`config.mk`:
```
export PLATFORM = sky130hd
export DESIGN_NAME = axis_width_adapter
export DESIGN_NICKNAME = d
export VERILOG_FILES = /design/src/rtl/axis_adapter_pkg.sv /design/src/rtl/axis_byte_shift_buffer.sv /design/src/rtl/axis_width_adapter.sv
export SDC_FILE = /design/constraint.sdc
export NUM_CORES = 1
export LEC_CHECK = 0
export ABC_AREA = 1
export CORE_UTILIZATION = 45
export DETAILED_ROUTE_END_ITERATION = 10
export MAX_ROUTING_LAYER = met4
export PLACE_DENSITY_LB_ADDON = 0.15
export REMOVE_ABC_BUFFERS = 1
export SLEW_MARGIN = 20
export SYNTH_ARGS = -nofsm -noshare
export SYNTH_HDL_FRONTEND = slang
export SYNTH_SLANG_ARGS = --single-unit
```
`constraint.sdc`:
```
create_clock -name clk -period 6.7 [get_ports clk]
set_input_delay 1.675 -clock clk [delete_from_list [all_inputs] [get_ports clk]]
set_output_delay 1.675 -clock clk [all_outputs]
set_load 0.02 [all_outputs]
```
`src/rtl/axis_adapter_pkg.sv`:
```
// Shared helpers for the AXI-Stream byte-lane gearbox: buffer sizing and keep-mask decoding.
// Optional statistics counters in the top are enabled by AXIS_WIDTH_ADAPTER_STATS_EN.
package axis_adapter_pkg;

  typedef struct packed {
    logic last_held;
    logic zlast;
  } pkt_flags_t;

  function automatic int cap_bytes(input int inp, input int out);
    return inp + out;
  endfunction

  function automatic int cnt_width(input int cap);
    return $clog2(cap + 1);
  endfunction

  // Only the run of ones starting at lane 0 counts; anything above the first hole is ignored.
  function automatic int keep_to_count(input logic [63:0] keep, input int width);
    int   n;
    logic run;
    n   = 0;
    run = 1'b1;
    for (int i = 0; i < 64; i++) begin
      if (i < width && run) begin
        if (keep[i]) n++;
        else         run = 1'b0;
      end
    end
    return n;
  endfunction

endpackage

```
`src/rtl/axis_byte_shift_buffer.sv`:
```
// Byte buffer that shifts out the emitted head and appends new bytes at the post-shift tail,
// both in the same cycle.
module axis_byte_shift_buffer
  import axis_adapter_pkg::*;
#(
  parameter int INP_BYTES = 4,
  parameter int OUT_BYTES = 4,
  parameter int CAP_BYTES = 8,
  parameter int CNT_W     = 4
) (
  input  logic                   clk,
  input  logic                   arstn,
  input  logic [CNT_W-1:0]       i_shift,
  input  logic [INP_BYTES*8-1:0] i_app_data,
  input  logic [INP_BYTES-1:0]   i_app_keep,
  input  logic [CNT_W-1:0]       i_app_cnt,
  output logic [CNT_W-1:0]       o_base,
  output logic [OUT_BYTES*8-1:0] o_head,
  output logic [CNT_W-1:0]       o_count
);

  logic [CAP_BYTES*8-1:0] r_buf;
  logic [CAP_BYTES*8-1:0] w_shifted;
  logic [CAP_BYTES*8-1:0] w_lane_msk;
  logic [CAP_BYTES*8-1:0] w_app_msk;
  logic [CAP_BYTES*8-1:0] w_app;
  logic [CAP_BYTES*8-1:0] w_nxt;
  logic [CNT_W-1:0]       r_count;
  logic [CNT_W-1:0]       w_base;

  assign w_base    = r_count - i_shift;
  assign w_shifted = r_buf >> {i_shift, 3'b000};

  always_comb begin
    w_lane_msk = '0;
    for (int i = 0; i < INP_BYTES; i++) begin
      w_lane_msk[i*8 +: 8] = {8{i_app_keep[i]}};
    end
  end

  // Append lanes land at the tail left after this cycle's shift.
  assign w_app_msk = w_lane_msk << {w_base, 3'b000};
  assign w_app     = {{(CAP_BYTES-INP_BYTES)*8{1'b0}}, i_app_data} << {w_base, 3'b000};
  assign w_nxt     = (w_shifted & ~w_app_msk) | (w_app & w_app_msk);

  always_ff @(posedge clk or negedge arstn) begin
    if (!arstn) begin
      r_buf   <= '0;
      r_count <= '0;
    end else begin
      r_buf   <= w_nxt;
      r_count <= w_base + i_app_cnt;
    end
  end

  assign o_base  = w_base;
  assign o_head  = r_buf[OUT_BYTES*8-1:0];
  assign o_count = r_count;

endmodule

```
`src/rtl/axis_width_adapter.sv`:
```
// AXI-Stream byte-lane gearbox: repacks kept input bytes into output beats, one packet at a time.
// Define AXIS_WIDTH_ADAPTER_STATS_EN to add stat_pkts/stat_bytes counters.
module axis_width_adapter
  import axis_adapter_pkg::*;
#(
  parameter int INP_TDATA_WIDTH_BYTES = 4,
  parameter int OUT_TDATA_WIDTH_BYTES = 4
) (
  input  logic                               clk,
  input  logic                               arstn,
  input  logic                               s_tvalid,
  output logic                               s_tready,
  input  logic [INP_TDATA_WIDTH_BYTES*8-1:0] s_tdata,
  input  logic [INP_TDATA_WIDTH_BYTES-1:0]   s_tkeep,
  input  logic                               s_tlast,
  output logic                               m_tvalid,
  input  logic                               m_tready,
  output logic [OUT_TDATA_WIDTH_BYTES*8-1:0] m_tdata,
  output logic [OUT_TDATA_WIDTH_BYTES-1:0]   m_tkeep,
  output logic                               m_tlast
`ifdef AXIS_WIDTH_ADAPTER_STATS_EN
  ,
  output logic [31:0]                        stat_pkts,
  output logic [31:0]                        stat_bytes
`endif
);

  localparam int INP   = INP_TDATA_WIDTH_BYTES;
  localparam int OUT   = OUT_TDATA_WIDTH_BYTES;
  localparam int CAP   = cap_bytes(INP, OUT);
  localparam int CNT_W = cnt_width(CAP);
  localparam logic [CNT_W-1:0] OUT_C = CNT_W'(OUT);

  pkt_flags_t       r_flags, w_flags_nxt;
  logic             r_rdy_en;
  logic [CNT_W-1:0] w_count, w_base, w_n_out, w_shift, w_n_in, w_cnt_nxt;
  logic [INP-1:0]   w_app_keep;
  logic             w_mvalid, w_mlast, w_emit, w_accept;
  int               w_keep_n;

  axis_byte_shift_buffer #(
    .INP_BYTES (INP),
    .OUT_BYTES (OUT),
    .CAP_BYTES (CAP),
    .CNT_W     (CNT_W)
  ) u_buf (
    .clk        (clk),
    .arstn      (arstn),
    .i_shift    (w_shift),
    .i_app_data (s_tdata),
    .i_app_keep (w_app_keep),
    .i_app_cnt  (w_n_in),
    .o_base     (w_base),
    .o_head     (m_tdata),
    .o_count    (w_count)
  );

  // Output side is decoded from registered state only, never from m_tready.
  assign w_n_out  = (w_count >= OUT_C) ? OUT_C : w_count;
  assign w_mvalid = (w_count >= OUT_C) | (r_flags.last_held & (w_count != '0)) | r_flags.zlast;
  assign w_mlast  = (r_flags.last_held & (w_count <= OUT_C)) | r_flags.zlast;
  assign w_emit   = w_mvalid & m_tready;
  assign w_shift  = w_emit ? w_n_out : '0;

  always_comb begin
    m_tkeep = '0;
    for (int i = 0; i < OUT; i++) begin
      m_tkeep[i] = (32'(i) < 32'(w_n_out));
    end
  end

  assign m_tvalid = w_mvalid;
  assign m_tlast  = w_mlast;

  // Room is judged after this cycle's emit, so a full buffer can drain and refill together.
  assign s_tready = r_rdy_en & ~r_flags.last_held & ~r_flags.zlast
                  & (32'(w_base) + 32'(INP) <= 32'(CAP));
  assign w_accept = s_tvalid & s_tready;
  assign w_keep_n = keep_to_count(64'(s_tkeep), INP);
  assign w_n_in   = w_accept ? CNT_W'(w_keep_n) : '0;
  assign w_cnt_nxt = w_base + w_n_in;

  always_comb begin
    w_app_keep = '0;
    for (int i = 0; i < INP; i++) begin
      w_app_keep[i] = w_accept && (i < w_keep_n);
    end
  end

  always_comb begin
    w_flags_nxt = r_flags;
    if (w_emit && w_mlast) begin
      w_flags_nxt.last_held = 1'b0;
      w_flags_nxt.zlast     = 1'b0;
    end
    // A tlast beat that leaves nothing buffered still owes the sink an empty last beat.
    if (w_accept && s_tlast) begin
      if (w_cnt_nxt != '0) w_flags_nxt.last_held = 1'b1;
      else                 w_flags_nxt.zlast     = 1'b1;
    end
  end

  always_ff @(posedge clk or negedge arstn) begin
    if (!arstn) begin
      r_flags  <= '0;
      r_rdy_en <= 1'b0;
    end else begin
      r_flags  <= w_flags_nxt;
      r_rdy_en <= 1'b1;
    end
  end

`ifdef AXIS_WIDTH_ADAPTER_STATS_EN
  logic [31:0] r_stat_pkts, r_stat_bytes;

  always_ff @(posedge clk or negedge arstn) begin
    if (!arstn) begin
      r_stat_pkts  <= '0;
      r_stat_bytes <= '0;
    end else begin
      if (w_emit && w_mlast) r_stat_pkts <= r_stat_pkts + 32'd1;
      r_stat_bytes <= r_stat_bytes + 32'(w_shift);
    end
  end

  assign stat_pkts  = r_stat_pkts;
  assign stat_bytes = r_stat_bytes;
`else
  // No statistics counters in this build.
`endif

endmodule

```
==> metrics.txt, run 1 <==
total grt overflow 0; DIE AREA 0.0146 sq mm; final total power 4.46 mW; leakage 3.55 nW; GR Layer Usage met2 47.8%; EDFF count, synth 0; CP Launch Type input port; Gate Count Post-Synth 1025; via count 6962; DRC viols 0; number of distinct library cells after synthesis 39; H-tree depth 3; Filler cells 1429; Bufs and invs on worst path 4; RePlAce Congestion 0.905; adder-cell share of the synthesized area 2.20%; post-CTS resize count 0; largest net degree at the start of global routing 103; CTS Hold Bufs 0; combinational family with the most area after synthesis simple AND/OR/NAND/NOR gates; Seq/Total Area, Yosys 27.9%; clock sinks 71; Comb power frac 73.0%; RSZ-0062 raised after global routing false; total CTS buffers 9; sequential share of power 16.2%; TritonCTS clock tree yes; fin crit period 6.36 ns; core area 0.0138 sq mm; Power Density 615 mW/mm^2; switching power 2.60 mW; Synth Area per Inst 6.22 sq um; vias in the first global route 6454; GRT Max-Usage Layer met2; Starting DRT DRC Count 816; Final Max Slew Viols 0; Final Instance Area 0.00726 sq mm; relative slew slack 33.1%; Tcrit/Tclk final 94.9%; worst-path cell chain clkdlybuf4s50_1 -> nand2_1 -> nor2_2 -> inv_2 -> fa_1 -> clkinv_2 -> nand2_4 -> nand3_2 -> nand2_2 -> nor2_4 -> clkdlybuf4s50_1; Pre-antenna DRT Iters 6; top-level I/O count 80; cell family with most CP delay buffers and inverters; Starting Density 46.1%; clk slew on worst S/H paths 0.05 ns; final hold vios 0; most frequent CP cell clkdlybuf4s50_1; die width 121 um; sw frac 58.3%; layout cells sized above 1 6.89%; Cell Rows 43; total number of yosys warnings 0; clock skew 0.00735 ns; GRT met3 Usage 7.85%; Synth async-reset ratio 100%; multi-input logic area 0.00378 sq mm; Final nets 1093; critical path type input port to output port; routed vias/inst 5.68; Cell Area, Synth 0.00637 sq mm; total wire length 22000 um; antenna cells 0; IO Port Bufs 79; Hold WC Path Type flop to flop; cell taking the most area after synthesis dfrtp_1; post-DP HPWL 14200 um; most instantiated cells after synthesis 350 x nand2_1, 135 x nand3_1, 90 x o21ai_0; post-synthesis mux area share 0.471%; Crit. End Element output port; worst slew pin tran 1.00 ns; first-pass GRT wire length 34400 um; Layout Area Growth over Synthesis 14.0%; count leader, synth nand2_1; DRT antenna net count 0; GRT Total Usage 32.3%; post-DR wirelength/cell 18.0 um; met1 global-route usage 41.2%; Synth Register Bits 71; Compound-Gate Fraction of Synth Area 13.1%; predominant post-synthesis flop cell dfrtp_1; crit-path max FO 15; Final Setup Violations 0; WP data required 5.03 ns; Synth Area in Simple Gates 42.9%; Placed Area 0.00698 sq mm; FF+latch area 0.00178 sq mm; Max-Cap Viols 0; synth top area cells dfrtp_1 28%, nand2_1 21%, nand3_1 11%, o21ai_0 7.1%, inv_1 4.6%; clk buf depth 2; initial antenna violation count 0; # Post-CTS Setup Buffers 0; Clk pwr share 10.8%; maximum clock frequency 157 MHz; clk_lat worst skew 0.36 ns; slowest CP cell clkdlybuf4s50_1; top-area cell type share of the netlist area 27.9%; VDD IR max 0.000358 V; Post-Synth XOR/XNOR Area 0.275%; die height 121 um; CTS root buffer clkbuf_16; outcome completed; Int Pwr 1.86 mW; arrival time at the worst endpoint 4.68 ns; Max stage delay on crit path 0.65 ns
## metal layers
metal	up-vias	wire length (um)
met3	81	2300
li1	3348	-
met4	0	932
met5	-	0
met2	382	9590
met1	3151	9190
## power groups by stage
stage	clock (mW)	sequential, mW	combinational (mW)
6_report	0.482	0.725	3.26
3_3_place_gp	0	0.733	3.15
5_1_grt	0.505	0.749	3.54
2_1_floorplan	0	0.820	1.97
4_1_cts	0.483	0.725	3.18
3_5_place_dp	0	0.731	3.17
## area by class of cell
cell class / instances / share of cell area [%]
repair buffers: 90 / 12.0
inverters: 87 / 4.51
clock buffers: 14 / 3.91
multi-input cells: 783 / 52.0
flip-flops and latches: 71 / 24.5
well taps: 180 / 3.10
## cell families after synthesis
group | Yosys count
multiplexers | 3
adder cells (fa/ha/maj) | 10
XOR/XNOR | 2
AND/OR/NAND/NOR | 617
other | 1
AO/OA/AOI/OAI | 150
flip-flops | 71
buffers and inverters | 171
## placed cells by master, fill, tap and decap left out, types with 8 or more instances in the layout
master	count
nand2_1	350
nand3_1	135
o21ai_0	90
inv_1	78
clkdlybuf4s50_1	78
dfrtp_1	71
nor2_1	70
a21oi_1	17
nand4_1	16
o211ai_1	16
nand2_2	15
o21ai_1	15
buf_4	12
clkbuf_16	9
ha_1	8
## state kept, by name, indices dropped and copies added, names as in the netlist
| name | cells |
|---|---|
| r_rdy_en | 1 |
| r_flags | 2 |
| u_buf.r_buf | 64 |
| u_buf.o_count | 4 |
## worst paths after layout
check / depth (start not counted) / from / end / slack, ns
min in group asynchronous: 1 / arstn / u_buf.r_buf[27] / 1.47
max in group asynchronous: 1 / arstn / r_flags[1] / 4.59
hold reg to reg: 2 / r_flags[1] / r_flags[1] / 0.49
setup reg to reg: 15 / u_buf.o_count[1] / u_buf.r_buf[13] / 1.92
setup / recovery: 11 / m_tready / s_tready / 0.34
hold / removal: 2 / r_flags[1] / r_flags[1] / 0.49
## stage by stage
step | worst slack, ns | util [%] | hold WS (ns) | std cells | TNS [ns]
floorplan | -0.568 | - | 0.452 | 941 | -0.901
global placement | 0.440 | 50.5 | 0.470 | 1211 | 0
detailed placement | 0.404 | 50.5 | 0.478 | 1211 | 0
CTS | 0.387 | 52.5 | 0.490 | 1225 | 0
global route | 0.262 | 52.5 | 0.514 | 1225 | 0
finish | 0.343 | 52.5 | 0.485 | 1225 | 0
## worst register-to-register path, cell delays in order, from the launching register on
cell,delay (ns)
dfrtp_1,0.46
nor2_1,0.14
o211ai_4,0.59
nand2_1,0.32
nor2_2,0.20
inv_2,0.18
fa_1,0.45
inv_1,0.06
nand2_1,0.08
nand2_2,0.37
inv_2,0.36
nor2_2,0.63
inv_2,0.13
nor2_2,0.50
nand2_1,0.13
o21ai_1,0.11
Power figures use the tool's default switching activity.
==> run 2, diff against run 1 <==
--- a/config.mk
+++ b/config.mk
@@ -6,7 +6,7 @@
 export NUM_CORES = 1
 export LEC_CHECK = 0
 export ABC_AREA = 1
-export CORE_UTILIZATION = 45
+export CORE_UTILIZATION = 40
 export DETAILED_ROUTE_END_ITERATION = 10
 export MAX_ROUTING_LAYER = met4
 export PLACE_DENSITY_LB_ADDON = 0.15
==> run 2 against run 1 <==
Compared with the run above: maximum frequency grew 3.2%; critical path depth grew 1; worst hold slack gained 0.0033 ns; final cell count grew 2.7%; first-iteration DRC count shrank 16%; sequential power grew 0.8%; register-to-register slack gained 0.62 ns; global-route usage shrank 4.4 points; critical path type unchanged; highest routed layer unchanged; utilization shrank 5.1 points; critical endpoint unchanged; combinational power shrank 2%; largest cell class unchanged.
==> metrics.txt, run 2 (synthesis gave the netlist of run 1 again) <==
final total power 4.37 mW (-2.2%); Crit. End Element output port; Placed Area 0.00703 sq mm (+0.70%); DRC viols 0 (unchanged); initial antenna violation count 0 (unchanged); vias in the first global route 6109 (-5.3%); VDD IR max 0.000325 V (-9.3%); worst slew pin tran 0.961 ns (-0.0387 ns); placed cells 1243 (+2.6%); worst-path cell chain clkdlybuf4s50_1 -> nand2_1 -> nor2_2 -> inv_2 -> buf_4 -> ha_1 -> nand3_1 -> nand2_1 -> nand2_1 -> nand2_2 -> nor2_4 -> clkdlybuf4s50_1; post-DR wirelength/cell 17.3 um (-3.9%); clk_lat worst skew 0.35 ns (about the same); Setup WS pre-CTS 0.570 ns (+0.166 ns); post-route setup TNS 0 ns (unchanged); crit path from m_tready; total wire length 21700 um (-1.3%); Max-Cap Viols 0 (unchanged); die width 128 um (+6.0%); Final Setup Violations 0 (unchanged); met1 global-route usage 36.7% (-4.5 points); GRT Max-Usage Layer met2; die height 128 um (+6.0%); Layout Area Growth over Synthesis 14.3%; top-level I/O count 80 (unchanged); clk slew on worst S/H paths 0.05 ns (about the same); IO Port Bufs 79 (unchanged); clk buf depth 2 (unchanged); hold depth 2 (unchanged); clock sinks 71 (unchanged); Core Util, Final 47.4% (-5.1 points); Cell Rows 45 (+4.7%); DRT antenna net count 0 (unchanged); H-tree depth 3 (unchanged); outcome completed; most common cell after layout, fill and taps aside nand2_1; total grt overflow 0 (unchanged); crit-path max FO 34 (+19); Pre-antenna DRT Iters 5 (-1); register with the highest flop count u_buf.r_buf; relative slew slack 35.9% (+2.8 points); RePlAce Congestion 0.899 (-0.66%); DIE AREA 0.0164 sq mm (+12%); Filler cells 1639 (+15%); via count 6812 (-2.2%); fin crit period 6.16 ns (-0.198 ns); Starting Density 41.5% (-4.6 points); most frequent CP cell nand2_1; core area 0.0154 sq mm (+11%); most frequent cells in the layout 350 x nand2_1, 135 x nand3_1, 90 x o21ai_0, 78 x inv_1, 78 x clkdlybuf4s50_1; arrival time at the worst endpoint 4.48 ns (-0.20 ns); routed vias/inst 5.41 (-4.7%); CTS Hold Bufs 0 (unchanged); Worst R2R Start u_buf.o_count[1]; leakage 3.54 nW (-0.33%); final hold vios 0 (unchanged); final hold slack 0.488 ns (+0.00327 ns); post-CTS resize count 0 (unchanged); CTS root buffer clkbuf_16; total CTS buffers 9 (unchanged); Final nets 1094 (+0.091%); final cell count without fillers 1258 (+2.7%); R2R depth 21 (+6); critical path type input port to output port; Power Density 599 mW/mm^2 (-2.5%); Starting DRT DRC Count 687 (-16%); # Post-CTS Setup Buffers 0 (unchanged); RSZ-0062 raised after global routing false; flip-flop count of the largest register after layout 64 (unchanged); CP Launch Type input port; clock skew 0.00674 ns (-0.000604 ns); Hold WC Path Type flop to flop; GRT Total Usage 28.0% (-4.4 points); TritonCTS clock tree yes; Final Instance Area 0.00729 sq mm (+0.33%); Tcrit/Tclk final 91.9% (-3.0 points); slowest CP cell clkdlybuf4s50_1; post-DP HPWL 14600 um (+2.3%); GRT met3 Usage 4.84% (-3.0 points); antenna cells 0 (unchanged); maximum clock frequency 162 MHz (+3.2%); largest net degree at the start of global routing 103 (unchanged); Final Max Slew Viols 0 (unchanged); Max stage delay on crit path 0.65 ns (about the same); setup slack after layout 0.540 ns (+0.198 ns); worst hold path startpoint r_flags[1]; layout cells sized above 1 6.88% (-0.013 points); GR Layer Usage met2 42.2% (-5.6 points); first-pass GRT wire length 33600 um (-2.2%); WP data required 5.03 ns (about the same)
[run 2: worst paths after layout]
check | slack (ns) | to
worst max-delay path | 0.54 | s_tready
worst min-delay path | 0.49 | r_flags[1]
worst max register to register | 2.54 | u_buf.r_buf[44]
worst min register to register | 0.49 | r_flags[1]
max in group asynchronous | 4.59 | u_buf.r_buf[48]
min in group asynchronous | 1.48 | u_buf.r_buf[9]
[run 2: area by class of cell]
cell class / count / area (sq um) / share of cell area (%)
Clock buffer: 14 / 254 / 3.48
Clock inverter: 1 / 5.00 / 0.0687
Inverter: 87 / 328 / 4.50
Multi-Input combinational cell: 783 / 3780 / 51.9
Sequential cell: 71 / 1780 / 24.4
Tap cell: 211 / 264 / 3.62
Timing Repair Buffer: 91 / 878 / 12.1
[run 2: layer usage]
layer / vias to the layer above / share of wire [%]
met5: - / 0
met4: 0 / 3.4
met3: 55 / 6.8
met2: 270 / 45
met1: 3139 / 45
li1: 3348 / -
[run 2: report_power, final]
part           internal, mW  switching (mW)  leakage [nW]
Sequential            0.616           0.115         0.906
Combinational         0.964            2.23          2.50
Clock                 0.259           0.185         0.127
[run 2: critical path, delay by kind of cell]
kind / cells / cell delay (ns)
buf+inv: 4 / 1.60
fa+ha+maj: 1 / 0.32
simple gates: 7 / 0.89
